**config.mk**
```make
export PLATFORM = sky130hd
export DESIGN_NAME = mem_bus_arbiter_flat
export DESIGN_NICKNAME = d
export VERILOG_FILES = /design/src/rtl/mem_bus_arbiter_pkg.sv /design/src/rtl/mem_bus_arbiter_if.sv /design/src/rtl/mem_bus_arbiter_rr_arb2.sv /design/src/rtl/mem_bus_arbiter.sv /design/src/flat_wrapper.sv
export SDC_FILE = /design/constraint.sdc
export NUM_CORES = 1
export LEC_CHECK = 0
export ABC_AREA = 1
export BUFFER_PORTS_ARGS = -buffer_cell sky130_fd_sc_hd__buf_2
export CAP_MARGIN = 10
export CORE_ASPECT_RATIO = 0.5
export CORE_MARGIN = 2
export CORE_UTILIZATION = 28
export DETAILED_ROUTE_END_ITERATION = 8
export HOLD_SLACK_MARGIN = 0.05
export PLACE_DENSITY = 0.56
export SYNTH_ARGS = -nofsm -noshare
export SYNTH_HDL_FRONTEND = slang
export SYNTH_SLANG_ARGS = --single-unit
```
**constraint.sdc**
```tcl
create_clock -name clk -period 3.25 [get_ports clk]
set_input_delay 0.325 -clock clk [delete_from_list [all_inputs] [get_ports clk]]
set_output_delay 0.325 -clock clk [all_outputs]
set_load 0.02 [all_outputs]
```
**src/rtl/mem_bus_arbiter_pkg.sv**
```systemverilog
// Shared types for the mem_bus_arbiter slice: FSM states, grant owner, perf counter width.
package mem_arb_pkg;

    typedef enum logic [1:0] {
        IDLE,
        ISSUE,
        WAIT,
        DONE
    } arb_state_t;

    typedef enum logic {
        OWN_CPU,
        OWN_DMA
    } owner_t;

    localparam int unsigned PERF_W = 16;

    // Saturating increment used by the optional performance counters.
    function automatic logic [PERF_W-1:0] sat_inc(input logic [PERF_W-1:0] v);
        return (&v) ? v : v + PERF_W'(1);
    endfunction

endpackage

```
**src/rtl/mem_bus_arbiter_if.sv**
```systemverilog
// Bundle of requester handshakes and RAM strobes around mem_bus_arbiter.
// slave: the arbiter's view. master: the requesters and RAM seen from outside.
interface mem_bus_arbiter_if #(
    parameter int unsigned AW = 8,
    parameter int unsigned DW = 8
);
    logic          cpu_req;
    logic          cpu_we;
    logic [AW-1:0] cpu_addr;
    logic [DW-1:0] cpu_wdata;
    logic          cpu_ready;
    logic          dma_req;
    logic          dma_we;
    logic [AW-1:0] dma_addr;
    logic [DW-1:0] dma_wdata;
    logic          dma_ready;
    logic [DW-1:0] rdata;
    logic          mem_en;
    logic          mem_we;
    logic [AW-1:0] mem_addr;
    logic [DW-1:0] mem_wdata;
    logic [DW-1:0] mem_rdata;
    logic          busy;
    logic          owner_dma;

    modport slave (
        input  cpu_req, cpu_we, cpu_addr, cpu_wdata,
        input  dma_req, dma_we, dma_addr, dma_wdata,
        input  mem_rdata,
        output cpu_ready, dma_ready, rdata,
        output mem_en, mem_we, mem_addr, mem_wdata,
        output busy, owner_dma
    );

    modport master (
        output cpu_req, cpu_we, cpu_addr, cpu_wdata,
        output dma_req, dma_we, dma_addr, dma_wdata,
        output mem_rdata,
        input  cpu_ready, dma_ready, rdata,
        input  mem_en, mem_we, mem_addr, mem_wdata,
        input  busy, owner_dma
    );
endinterface

```
**src/rtl/mem_bus_arbiter_rr_arb2.sv**
```systemverilog
// rr_arb2: combinational two-input round-robin pick. Side A is the CPU, side B the DMA.
module rr_arb2
    import mem_arb_pkg::*;
(
    input  logic   req_a,
    input  logic   req_b,
    input  owner_t last_grant,
    output logic   gnt_valid,
    output owner_t gnt_sel
);

    // A lone request wins outright; on a tie the side not granted last time wins.
    always_comb begin
        gnt_valid = req_a | req_b;
        gnt_sel   = OWN_CPU;
        if (req_a && req_b) begin
            gnt_sel = (last_grant == OWN_CPU) ? OWN_DMA : OWN_CPU;
        end else if (req_b) begin
            gnt_sel = OWN_DMA;
        end
    end

endmodule

```
**src/rtl/mem_bus_arbiter.sv**
```systemverilog
// mem_bus_arbiter: serialises CPU and DMA accesses to the shared RAM with round-robin
// fairness, sequences the RAM strobes and returns a one-cycle ready to the owner.
// Optional build macro MEM_ARB_PERF_EN adds saturating completion/stall counters.
module mem_bus_arbiter
    import mem_arb_pkg::*;
#(
    parameter int unsigned AW      = 8,
    parameter int unsigned DW      = 8,
    parameter int unsigned RAM_LAT = 2
) (
    input  logic              clk,
    input  logic              reset_cycle,
    mem_bus_arbiter_if.slave  bus
`ifdef MEM_ARB_PERF_EN
    ,
    output logic [PERF_W-1:0] perf_cpu_cnt,
    output logic [PERF_W-1:0] perf_dma_cnt,
    output logic [PERF_W-1:0] perf_stall_cnt
`endif
);

    // Wide enough for RAM_LAT-1 with RAM_LAT up to 7.
    localparam int unsigned CntW = 3;

    arb_state_t    state_q, state_d;
    owner_t        last_grant_q, last_grant_d;
    logic          owner_dma_q, owner_dma_d;
    logic          we_q, we_d;
    logic [AW-1:0] addr_q, addr_d;
    logic [DW-1:0] wdata_q, wdata_d;
    logic [DW-1:0] rdata_q, rdata_d;
    logic [CntW-1:0] cnt_q, cnt_d;

    logic   gnt_valid;
    owner_t gnt_sel;

    rr_arb2 u_rr_arb2 (
        .req_a      (bus.cpu_req),
        .req_b      (bus.dma_req),
        .last_grant (last_grant_q),
        .gnt_valid  (gnt_valid),
        .gnt_sel    (gnt_sel)
    );

    // Next-state logic: grant in IDLE, one issue cycle, optional latency wait, one ready cycle.
    always_comb begin
        state_d      = state_q;
        last_grant_d = last_grant_q;
        owner_dma_d  = owner_dma_q;
        we_d         = we_q;
        addr_d       = addr_q;
        wdata_d      = wdata_q;
        rdata_d      = rdata_q;
        cnt_d        = cnt_q;
        unique case (state_q)
            IDLE: begin
                if (gnt_valid) begin
                    state_d      = ISSUE;
                    last_grant_d = gnt_sel;
                    owner_dma_d  = (gnt_sel == OWN_DMA);
                    if (gnt_sel == OWN_DMA) begin
                        we_d    = bus.dma_we;
                        addr_d  = bus.dma_addr;
                        wdata_d = bus.dma_wdata;
                    end else begin
                        we_d    = bus.cpu_we;
                        addr_d  = bus.cpu_addr;
                        wdata_d = bus.cpu_wdata;
                    end
                end
            end
            ISSUE: begin
                if (we_q) begin
                    state_d = DONE;
                end else if (RAM_LAT == 1) begin
                    rdata_d = bus.mem_rdata;
                    state_d = DONE;
                end else begin
                    cnt_d   = CntW'(RAM_LAT - 1);
                    state_d = WAIT;
                end
            end
            WAIT: begin
                cnt_d = cnt_q - CntW'(1);
                if (cnt_q == CntW'(1)) begin
                    rdata_d = bus.mem_rdata;
                    state_d = DONE;
                end
            end
            DONE: begin
                state_d = IDLE;
            end
            default: begin
                state_d = IDLE;
            end
        endcase
    end

    // State and latched-access registers; reset abandons any access without a ready.
    always_ff @(posedge clk or posedge reset_cycle) begin
        if (reset_cycle) begin
            state_q      <= IDLE;
            last_grant_q <= OWN_DMA;
            owner_dma_q  <= 1'b0;
            we_q         <= 1'b0;
            addr_q       <= '0;
            wdata_q      <= '0;
            rdata_q      <= '0;
            cnt_q        <= '0;
        end else begin
            state_q      <= state_d;
            last_grant_q <= last_grant_d;
            owner_dma_q  <= owner_dma_d;
            we_q         <= we_d;
            addr_q       <= addr_d;
            wdata_q      <= wdata_d;
            rdata_q      <= rdata_d;
            cnt_q        <= cnt_d;
        end
    end

    // Strobes decode from state only, so ready and mem_en can never overlap.
    always_comb begin
        bus.mem_en    = (state_q == ISSUE);
        bus.mem_we    = (state_q == ISSUE) && we_q;
        bus.mem_addr  = addr_q;
        bus.mem_wdata = wdata_q;
        bus.rdata     = rdata_q;
        bus.cpu_ready = (state_q == DONE) && !owner_dma_q;
        bus.dma_ready = (state_q == DONE) && owner_dma_q;
        bus.busy      = (state_q != IDLE);
        bus.owner_dma = owner_dma_q;
    end

`ifdef MEM_ARB_PERF_EN
    logic [PERF_W-1:0] perf_cpu_cnt_q, perf_cpu_cnt_d;
    logic [PERF_W-1:0] perf_dma_cnt_q, perf_dma_cnt_d;
    logic [PERF_W-1:0] perf_stall_cnt_q, perf_stall_cnt_d;
    logic              cpu_stall, dma_stall;

    // A raised request stalls unless its owner is mid-access; waiting in IDLE counts too.
    always_comb begin
        cpu_stall        = bus.cpu_req && !((state_q != IDLE) && !owner_dma_q);
        dma_stall        = bus.dma_req && !((state_q != IDLE) && owner_dma_q);
        perf_cpu_cnt_d   = perf_cpu_cnt_q;
        perf_dma_cnt_d   = perf_dma_cnt_q;
        perf_stall_cnt_d = perf_stall_cnt_q;
        if (state_q == DONE && !owner_dma_q) perf_cpu_cnt_d = sat_inc(perf_cpu_cnt_q);
        if (state_q == DONE && owner_dma_q)  perf_dma_cnt_d = sat_inc(perf_dma_cnt_q);
        if (cpu_stall || dma_stall)          perf_stall_cnt_d = sat_inc(perf_stall_cnt_q);
    end

    // Performance counter registers.
    always_ff @(posedge clk or posedge reset_cycle) begin
        if (reset_cycle) begin
            perf_cpu_cnt_q   <= '0;
            perf_dma_cnt_q   <= '0;
            perf_stall_cnt_q <= '0;
        end else begin
            perf_cpu_cnt_q   <= perf_cpu_cnt_d;
            perf_dma_cnt_q   <= perf_dma_cnt_d;
            perf_stall_cnt_q <= perf_stall_cnt_d;
        end
    end

    assign perf_cpu_cnt   = perf_cpu_cnt_q;
    assign perf_dma_cnt   = perf_dma_cnt_q;
    assign perf_stall_cnt = perf_stall_cnt_q;
`endif

endmodule
```
**src/flat_wrapper.sv**
```systemverilog
// flat-port wrapper written by rule: the top's interface ports become plain ports
module mem_bus_arbiter_flat import mem_arb_pkg::*;
#(
    parameter int unsigned AW      = 8,
    parameter int unsigned DW      = 8,
    parameter int unsigned RAM_LAT = 2
)
  (clk, reset_cycle, bus_cpu_req, bus_cpu_we, bus_cpu_addr, bus_cpu_wdata, bus_dma_req, bus_dma_we, bus_dma_addr, bus_dma_wdata, bus_mem_rdata, bus_cpu_ready, bus_dma_ready, bus_rdata, bus_mem_en, bus_mem_we, bus_mem_addr, bus_mem_wdata, bus_busy, bus_owner_dma);
  mem_bus_arbiter_if #(.AW(AW), .DW(DW)) bus_i ();
  input  logic clk;
  input  logic reset_cycle;
  input wire logic [$bits(bus_i.cpu_req)-1:0] bus_cpu_req;
  input wire logic [$bits(bus_i.cpu_we)-1:0] bus_cpu_we;
  input wire logic [$bits(bus_i.cpu_addr)-1:0] bus_cpu_addr;
  input wire logic [$bits(bus_i.cpu_wdata)-1:0] bus_cpu_wdata;
  input wire logic [$bits(bus_i.dma_req)-1:0] bus_dma_req;
  input wire logic [$bits(bus_i.dma_we)-1:0] bus_dma_we;
  input wire logic [$bits(bus_i.dma_addr)-1:0] bus_dma_addr;
  input wire logic [$bits(bus_i.dma_wdata)-1:0] bus_dma_wdata;
  input wire logic [$bits(bus_i.mem_rdata)-1:0] bus_mem_rdata;
  output wire logic [$bits(bus_i.cpu_ready)-1:0] bus_cpu_ready;
  output wire logic [$bits(bus_i.dma_ready)-1:0] bus_dma_ready;
  output wire logic [$bits(bus_i.rdata)-1:0] bus_rdata;
  output wire logic [$bits(bus_i.mem_en)-1:0] bus_mem_en;
  output wire logic [$bits(bus_i.mem_we)-1:0] bus_mem_we;
  output wire logic [$bits(bus_i.mem_addr)-1:0] bus_mem_addr;
  output wire logic [$bits(bus_i.mem_wdata)-1:0] bus_mem_wdata;
  output wire logic [$bits(bus_i.busy)-1:0] bus_busy;
  output wire logic [$bits(bus_i.owner_dma)-1:0] bus_owner_dma;
  assign bus_i.cpu_req = bus_cpu_req;
  assign bus_i.cpu_we = bus_cpu_we;
  assign bus_i.cpu_addr = bus_cpu_addr;
  assign bus_i.cpu_wdata = bus_cpu_wdata;
  assign bus_i.dma_req = bus_dma_req;
  assign bus_i.dma_we = bus_dma_we;
  assign bus_i.dma_addr = bus_dma_addr;
  assign bus_i.dma_wdata = bus_dma_wdata;
  assign bus_i.mem_rdata = bus_mem_rdata;
  assign bus_cpu_ready = bus_i.cpu_ready;
  assign bus_dma_ready = bus_i.dma_ready;
  assign bus_rdata = bus_i.rdata;
  assign bus_mem_en = bus_i.mem_en;
  assign bus_mem_we = bus_i.mem_we;
  assign bus_mem_addr = bus_i.mem_addr;
  assign bus_mem_wdata = bus_i.mem_wdata;
  assign bus_busy = bus_i.busy;
  assign bus_owner_dma = bus_i.owner_dma;
  mem_bus_arbiter #(.AW(AW), .DW(DW), .RAM_LAT(RAM_LAT)) u_core (.clk(clk), .reset_cycle(reset_cycle), .bus(bus_i));
endmodule
```
==> results of run 1 <==
==> cell families after synthesis <==
kind of cell / Yosys count
compound gates: 9
simple gates: 138
flops: 32
fa+ha+maj: 8
buf+inv: 36
xor+xnor: 1
==> flip-flops by register name, summed over array words and instances (netlist names) <==
signal and count:
u_core.state_q 2, u_core.bus.owner_dma 1, u_core.cnt_q 3, u_core.bus.rdata 8, u_core.we_q 1, u_core.bus.mem_wdata 8
u_core.last_grant_q 1, u_core.bus.mem_addr 8
==> final timing paths <==
check / start / endpoint
worst max-delay path: u_core.state_q[0] / bus_busy
worst min-delay path: reset_cycle / u_core.bus.mem_addr[7]
worst max register to register: u_core.state_q[0] / u_core.bus.mem_wdata[2]
worst min register to register: u_core.last_grant_q / u_core.last_grant_q
max in group asynchronous: reset_cycle / u_core.state_q[0]
min in group clk: bus_mem_rdata[4] / u_core.bus.rdata[4]
==> per-layer routing <==
| layer | share of wire [%] | wire length [µm] | track usage, % | vias up |
|---|---|---|---|---|
| li1 | - | - | - | 836 |
| met1 | 45 | 1910 | 15.5 | 773 |
| met2 | 49 | 2080 | 23.3 | 22 |
| met3 | 4.9 | 208 | 4.36 | 5 |
| met4 | 0.80 | 34 | 3.06 | 0 |
| met5 | 0 | 0 | 0 | - |
==> cells in the final DEF (no fill, tap or decap), types with 2 or more instances in the layout <==
master     count
ha_1           8
o21ai_1        2
nand3b_1      10
buf_2         75
dfrtp_1       31
o21ai_0        7
nor2_1         3
inv_1         27
nand2_1      100
nand3_1       20
clkbuf_16      5
==> critical path: cells and delay by family, from the launching register on <==
kind	cells	cell delay [ns]
fa+ha+maj	1	0.26
buf+inv	3	0.43
flops	1	0.41
==> metrics by stage <==
step / total power, mW / hold slack, ns / setup slack [ns] / cell area (µm²)
after global routing: 2.54 / 0.282 / 1.48 / 2350
after global placement: 1.78 / 0.461 / 1.79 / 2180
after detailed placement: 1.83 / 0.463 / 1.67 / 2180
after floorplan: 1.50 / 0.440 / 1.79 / 1750
final: 2.33 / 0.241 / 1.55 / 2350
after CTS: 2.36 / 0.284 / 1.53 / 2350
==> layout make-up <==
type / instances / area [µm²]
Clock inverter: 3 / 42.5
Multi-Input combinational cell: 156 / 769
Inverter: 29 / 116
Fill cell: 660 / 3710
Timing Repair Buffer: 76 / 383
Tap cell: 88 / 110
Clock buffer: 5 / 125
Sequential cell: 32 / 802
==> where the power goes <==
part	internal, mW	switching [mW]	leakage, nW
logic	0.366	0.704	0.918
registers	0.603	0.125	0.393
clock network	0.359	0.170	0.0798
==> results.sh, run 1 <==
export IMPL_yosysMostFrequentCell="nand2_1"
export IMPL_critical_path_cell_chain="inv_1, ha_1, inv_2, buf_2"
export IMPL_vias=1636
export IMPL_antenna_found_initial=0
export IMPL_yosys_most_used_dff="dfrtp_1"
export IMPL_irDropWorstVdd_mv=0.273
export IMPL_row_count=20
export IMPL_ios=76
export IMPL_syn_inst=224
export IMPL_cts_resized=0
export IMPL_post_cts_setup_buffer_count=0
export IMPL_grt_util_all_layers_pct=13.0
export IMPL_synth_warnings=0
export IMPL_grt_pass1_wl_um=7010
export IMPL_cts_path_max_buffers=2
export IMPL_design_die_area_um2=6930
export IMPL_rsz0062_at_grt="false"
export IMPL_syn_nets=278
export IMPL_first_pass_iters=4
export IMPL_synthArstFlopShare_pct=100
export IMPL_ys_seq_area_share_pct=45.9
export IMPL_max_slew_worst_pin_slew_ns=0.913
export IMPL_synth_top_family_by_area="simple AND/OR/NAND/NOR gates"
export IMPL_synth_top_cell_by_area="dfrtp_1"
export IMPL_finalCriticalPeriod_ns=1.70
export IMPL_first_global_vias=1600
export IMPL_wl_per_cell_um=10.9
export IMPL_drc=0
export IMPL_totalWireLength_um=4230
export IMPL_viasPerCell=4.21
export IMPL_clock_skew_ns=0.00434
export IMPL_ys_top_cells_by_count="nand2_1 (100), dfrtp_1 (31), inv_1 (27)"
export IMPL_syn_avg_cell_area_um2=7.80
export IMPL_dp_cells=381
export IMPL_cpPeakStageDelay_ns=0.41
export IMPL_finalCritPeriodShare_pct=52.4
export IMPL_r2r_slack_ns=1.71
export IMPL_slew_viol_final=0
export IMPL_worstPathArrival_ns=1.38
export IMPL_ys_ff_latch=32
export IMPL_synth_xor_area_share_pct=0.501
export IMPL_cpMaxStageDelayCell="dfrtp_1"
export IMPL_final_cells=389
export IMPL_coreArea_um2=6060
export IMPL_clk_transition_reported_paths_ns=0.05
export IMPL_diodes=0
export IMPL_place_gp_congestion=0.713
export IMPL_finalSetupViolations=0
export IMPL_final_core_utilization_pct=38.8
export IMPL_start_util_pct=28.9
export IMPL_grt_ovfl_total=0
export IMPL_endpoint_kind="primary output"
export IMPL_yosysUniqueCellTypes=20
export IMPL_synthToLayoutAreaGrowth_pct=34.4
export IMPL_clkSinkCount=32
export IMPL_synth_compound_area_share_pct=2.58
export IMPL_tns_ns=0
export IMPL_cts_buffers=5
export IMPL_hpwl_um=3310
export IMPL_fmax_mhz=587
export IMPL_relSlewSlack_pct=39.1
export IMPL_leakagePower_nw=1.39
export IMPL_synth_simple_area_share_pct=35.2
export IMPL_nets=354
export IMPL_synth_top_area_share_pct=44.4
export IMPL_synthAdderAreaFrac_pct=5.73
export IMPL_startpoint_type="register"
export IMPL_hp_class="in -> async"
export IMPL_grt_max_degree=25
export IMPL_r2r_cells=7
export IMPL_drt_iter0_markers=52
export IMPL_worst_setup_path_type="reg -> out"
export IMPL_ctsHtreeMaxLevel=2
export IMPL_hold_violations=0
export IMPL_cp_required_ns=2.92
export IMPL_tritoncts="built"
export IMPL_maxCapViolations=0
export IMPL_synth_area_leaders="dfrtp_1 (44%), nand2_1 (21%), inv_1 (5.8%)"
export IMPL_synth_mux_area_fraction_pct=0
export IMPL_clock_latency_ns=0.28
export IMPL_fp_dieW_um=116
export IMPL_drive_gt1_share_pct=30.6
export IMPL_io_buffers=75
export IMPL_synth_area_um2=1750
export IMPL_synth_edff_count=0
export IMPL_status="completed"
export IMPL_p_per_area_nw_per_um2=991
export IMPL_worst_path_max_fanout=5
export IMPL_postRouteAntennaNets=0
export IMPL_holdBufCountCts=0
export IMPL_ctsRootBufferMaster="clkbuf_16"
export IMPL_fp_dieH_um=59.9
No activity file was read; power rests on OpenSTA's default activity.
==> run 2, diff against run 1 <==
- clock period: 3.25 -> 1.7 ns (I/O delays scaled with it)
==> results.sh, run 2 (synthesized netlist as in run 1, its figures left out) <==
export IMPL_status="completed"
export IMPL_grt_pass1_wl_um=6760
export IMPL_path_delay_family="flip-flops"
export IMPL_synthToLayoutAreaGrowth_pct=34.3
export IMPL_path_buf_inv=3
export IMPL_power_mw=4.31
export IMPL_clkSinkCount=32
export IMPL_seq_power_share_pct=32.3
export IMPL_row_count=20
export IMPL_hold_violations=0
export IMPL_fmax_mhz=657
export IMPL_tritoncts="built"
export IMPL_critical_path_cell_chain="inv_1, ha_1, nand2_1, inv_1, buf_2"
export IMPL_coreArea_um2=6060
export IMPL_final_cells=391
export IMPL_wl_per_cell_um=10.5
export IMPL_p_per_area_nw_per_um2=1840
export IMPL_ctsHtreeMaxLevel=2
export IMPL_place_gp_congestion=0.751
export IMPL_totalWireLength_um=4110
export IMPL_antenna_found_initial=0
export IMPL_relSlewSlack_pct=73.0
export IMPL_maxCapViolations=0
export IMPL_ios=76
export IMPL_irDropWorstVdd_mv=0.494
export IMPL_fin_hold_ws_ns=0.139
export IMPL_endpoint_kind="primary output"
export IMPL_r2r_slack_ns=0.18
export IMPL_cts_path_max_buffers=2
export IMPL_finalCritPeriodShare_pct=89.6
export IMPL_tns_ns=0
export IMPL_cp_required_ns=1.53
export IMPL_grt_ovfl_total=0
export IMPL_worst_setup_path_type="reg -> out"
export IMPL_switching_share_pct=43.6
export IMPL_start_util_pct=28.9
export IMPL_diodes=0
export IMPL_pwr_share_clk_pct=20.5
export IMPL_slew_viol_final=0
export IMPL_worstPathArrival_ns=1.35
export IMPL_power_switching_mw=1.88
export IMPL_clock_skew_ns=0.00418
export IMPL_clk_transition_reported_paths_ns=0.05
export IMPL_dp_cells=382
export IMPL_cp_common_cell="inv_1"
export IMPL_hp_class="in -> reg"
export IMPL_rsz0062_at_grt="false"
export IMPL_cts_buffers=5
export IMPL_hpwl_um=3120
export IMPL_viasPerCell=4.09
export IMPL_first_global_vias=1527
export IMPL_finalCriticalPeriod_ns=1.52
export IMPL_cpMaxStageDelayCell="dfrtp_1"
export IMPL_finalSetupViolations=0
export IMPL_leakagePower_nw=1.40
export IMPL_clock_latency_ns=0.27
export IMPL_fp_dieW_um=116
export IMPL_n_fill_cell=684
export IMPL_nets=356
export IMPL_fp_dieH_um=59.9
export IMPL_cpPeakStageDelay_ns=0.44
export IMPL_drive_gt1_share_pct=30.7
export IMPL_grt_util_all_layers_pct=12.6
export IMPL_first_pass_iters=4
export IMPL_vias=1600
export IMPL_design_die_area_um2=6930
export IMPL_layout_common_cells="nand2_1 (100), buf_2 (75), dfrtp_1 (31)"
export IMPL_drc=0
export IMPL_pwr_share_comb_pct=47.2
export IMPL_postRouteAntennaNets=0
export IMPL_max_slew_worst_pin_slew_ns=0.405
export IMPL_startpoint_type="register"
export IMPL_grt_max_degree=33
export IMPL_worst_path_max_fanout=6
export IMPL_p_int_mw=2.43
export IMPL_final_common_cell="nand2_1"
export IMPL_io_buffers=75
export IMPL_drt_iter0_markers=53
export IMPL_ctsRootBufferMaster="clkbuf_16"
-- run 2: cell types whose count changed in the layout (fill, tap and decap cells not counted), sizes merged --
cell,previous run,this run
bufinv,1,0
clkinv,1,2
dlygate4sd3,0,1
clkbuf,5,6
buf,76,77
clkinvlp,1,0
-- run 2: final timing paths --
path,start,to,cells past startpoint
max,u_core.state_q[1],bus_mem_we,5
min,bus_mem_rdata[4],u_core.bus.rdata[4],3
max reg2reg,u_core.state_q[0],u_core.we_q,7
min reg2reg,u_core.last_grant_q,u_core.last_grant_q,2
max in group asynchronous,reset_cycle,u_core.last_grant_q,4
min in group asynchronous,reset_cycle,u_core.bus.mem_addr[3],4
-- run 2: layout make-up --
cell class              count  area (µm²)  area share (%)
clock buffers               6         139            5.92
flip-flops and latches     32         802            34.2
repair buffers             78         400            17.1
clock inverters             2        10.0           0.426
inverters                  29         116            4.96
multi-input cells         156         769            32.8
well taps                  88         110            4.69
-- run 2: what timing repair did --
item | 4_1_cts | 5_1_grt
hold buffers | 1 | 0
resized for setup | 0 | 0
setup buffers | 0 | 0
endpoints found under the setup margin | 0 | 0
hold endpoints to repair | 31 | 0
-- run 2: power by group through the flow --
stage          Clock, mW  Combinational, mW  Sequential, mW
2_1_floorplan          0               1.14            1.72
3_3_place_gp           0               2.03            1.40
3_5_place_dp           0               2.06            1.40
4_1_cts            0.907               2.07            1.40
5_1_grt            0.951               2.30            1.44
6_report           0.886               2.04            1.39
-- run 2: per-layer routing --
layer	up-vias	share of wire (%)	GRT usage (%)
met4	0	0.97	4.59
met5	-	0	0
li1	843	-	-
met2	21	48	22.1
met1	732	46	14.6
met3	4	5.0	4.16
-- run 2: worst reg2reg max path, cell delays in order, from the launching register on --
cell and delay, ns:
dfrtp_1 0.41, inv_1 0.16, ha_1 0.23, inv_2 0.08
nor2_8 0.29, inv_8 0.11, nand2_1 0.08, nand2_1 0.05
-- run 2: metrics by stage --
step	util [%]	worst slack, ns	cell area (µm²)
floorplan	-	0.244	1750
global placement	36.1	0.237	2190
detailed placement	36.1	0.186	2190
CTS	38.8	0.157	2350
global route	38.8	0.0415	2350
finish	38.8	0.177	2350
==> run 3, diff against run 2 <==
- ABC_AREA: 1 -> not set
- PLACE_DENSITY: 0.56 -> 0.57
==> results.sh, run 3 <==
export IMPL_finalWorstSetupSlack_ns=0.111
export IMPL_leakagePower_nw=1.16
export IMPL_synth_simple_area_share_pct=8.68
export IMPL_tns_ns=0
export IMPL_slew_viol_final=0
export IMPL_r2r_slack_ns=0.11
export IMPL_final_cells=295
export IMPL_synthToLayoutAreaGrowth_pct=37.0
export IMPL_startpoint_type="register"
export IMPL_placed_area_um2=2000
export IMPL_maxCapViolations=0
export IMPL_clock_latency_ns=0.28
export IMPL_finalSetupViolations=0
export IMPL_fp_dieW_um=109
export IMPL_nets=275
export IMPL_synth_warnings=0
export IMPL_final_common_cell="buf_2"
export IMPL_clk_transition_reported_paths_ns=0.07
export IMPL_cp_required_ns=1.86
export IMPL_antenna_found_initial=0
export IMPL_endpoint_kind="register"
export IMPL_max_slew_worst_pin_slew_ns=0.459
export IMPL_synth_edff_count=0
export IMPL_clock_skew_ns=0.00452
export IMPL_hpwl_um=2620
export IMPL_dp_cells=284
export IMPL_synth_top_family_by_area="multiplexers"
export IMPL_viasPerCell=4.34
export IMPL_synth_compound_area_share_pct=10.6
export IMPL_worstPathArrival_ns=1.75
export IMPL_syn_inst=138
export IMPL_design_area_um2=2130
export IMPL_fmax_mhz=629
export IMPL_pre_cts_ws_ns=0.0129
export IMPL_fin_hold_ws_ns=0.0875
export IMPL_ctsHtreeMaxLevel=2
export IMPL_row_count=19
export IMPL_synth_mux_area_fraction_pct=18.1
export IMPL_yosysMostFrequentCell="dfrtp_1"
export IMPL_holdPathEnd="u_core.last_grant_q"
export IMPL_final_core_utilization_pct=39.3
export IMPL_place_gp_congestion=0.774
export IMPL_syn_avg_cell_area_um2=11.3
export IMPL_p_per_area_nw_per_um2=1810
export IMPL_grt_pass1_wl_um=5410
export IMPL_r2r_cells=4
export IMPL_hold_violations=0
export IMPL_coreArea_um2=5420
export IMPL_grt_max_degree=36
export IMPL_rr_endpoint="u_core.state_q[1]"
export IMPL_wl_per_cell_um=11.3
export IMPL_postRouteAntennaNets=0
export IMPL_yosys_most_used_dff="dfrtp_1"
export IMPL_worst_setup_path_type="reg -> reg"
export IMPL_ys_ff_latch=32
export IMPL_cts_buffers=5
export IMPL_drive_gt1_share_pct=45.5
export IMPL_fp_dieH_um=56.7
export IMPL_finalCritPeriodShare_pct=93.5
export IMPL_ctsRootBufferMaster="clkbuf_8"
export IMPL_synth_top_area_share_pct=49.8
export IMPL_cts_path_max_buffers=2
export IMPL_clkSinkCount=32
export IMPL_vias=1280
export IMPL_relSlewSlack_pct=69.1
export IMPL_min_delay_path_depth=2
export IMPL_ys_top_cells_by_count="dfrtp_1 (31), nand2_1 (19), mux2i_1 (18)"
export IMPL_hp_class="in -> reg"
export IMPL_syn_nets=192
export IMPL_start_util_pct=28.7
export IMPL_drc=0
export IMPL_diodes=0
export IMPL_synth_xor_area_share_pct=0
export IMPL_synth_top_cell_by_area="dfrtp_1"
export IMPL_n_fill_cell=541
export IMPL_finalCriticalPeriod_ns=1.59
export IMPL_synthArstFlopShare_pct=100
export IMPL_drt_iter0_markers=38
export IMPL_design_die_area_um2=6210
export IMPL_ios=76
export IMPL_irDropWorstVdd_mv=0.583
export IMPL_yosysUniqueCellTypes=27
export IMPL_grt_ovfl_total=0
export IMPL_layout_common_cells="buf_2 (75), dfrtp_1 (30), nand2_1 (19)"
export IMPL_min_from="bus_cpu_req"
export IMPL_rsz0062_at_grt="false"
export IMPL_worst_path_max_fanout=6
export IMPL_synth_area_um2=1560
export IMPL_first_pass_iters=4
export IMPL_totalWireLength_um=3330
export IMPL_synthAdderAreaFrac_pct=6.43
export IMPL_worstReg2RegStart="u_core.state_q[0]"
export IMPL_status="completed"
export IMPL_synth_area_leaders="dfrtp_1 (50%), mux2i_1 (12%), mux2_2 (6.5%)"
export IMPL_ys_seq_area_share_pct=51.5
export IMPL_power_mw=3.86
export IMPL_grt_util_all_layers_pct=11.5
export IMPL_first_global_vias=1259
export IMPL_io_buffers=75
export IMPL_tritoncts="built"
## run 3: cell type report
type / count / area (µm²) / area share (%)
clock inverters: 2 / 10.0 / 0.469
flip-flops and latches: 32 / 803 / 37.7
repair buffers: 81 / 430 / 20.2
clock buffers: 6 / 82.6 / 3.87
inverters: 7 / 26.3 / 1.23
well taps: 73 / 91.3 / 4.28
multi-input cells: 94 / 688 / 32.3
## run 3: power by group
part           switching (mW)  total [mW]  internal, mW
Combinational            1.12        1.91         0.792
Clock                   0.277       0.599         0.323
Sequential              0.206        1.35          1.15
## run 3: timing repair
action	in CTS	in global routing
endpoints found under the setup margin	0	9
hold buffers	1	0
resized for setup	0	2
endpoints found under the hold margin	31	0
setup buffers	0	1
## run 3: worst max-delay path by stage
stage	cells after the start	startpoint	endpoint
2_1_floorplan	6	u_core.state_q[1]	u_core.cnt_q[2]
3_3_place_gp	4	u_core.state_q[0]	u_core.bus.mem_addr[2]
3_5_place_dp	4	u_core.state_q[0]	u_core.bus.mem_addr[3]
4_1_cts	4	u_core.state_q[0]	u_core.bus.mem_addr[3]
5_1_grt	5	u_core.state_q[1]	bus_mem_we
6_report	4	u_core.state_q[0]	u_core.state_q[1]
## run 3: per-layer routing
layer  up-vias  routed length [µm]  GRT usage (%)  share of wire, %
li1        644                   -              -                 -
met1       604                1400           13.1                42
met2        26                1680           19.2                50
met3         6                 177           3.72               5.3
met4         0                  67           5.79               2.0
met5         -                   0              0                 0
## run 3: kinds of logic (layout without fill, tap and decap cells)
| logic type | Yosys count | count (layout) |
|---|---|---|
| adders and majority gates | 8 | 8 |
| muxes | 27 | 27 |
| DFF | 32 | 32 |
| AOI/OAI and AO/OA | 29 | 29 |
| and+or+nand+nor | 30 | 30 |
| buffers and inverters | 12 | 96 |
## run 3: worst max-delay path, stage by stage (launching register included)
cell and delay [ns]:
dfrtp_1 0.41, inv_1 0.12, ha_1 0.29, a22oi_1 0.28
mux2_2 0.37
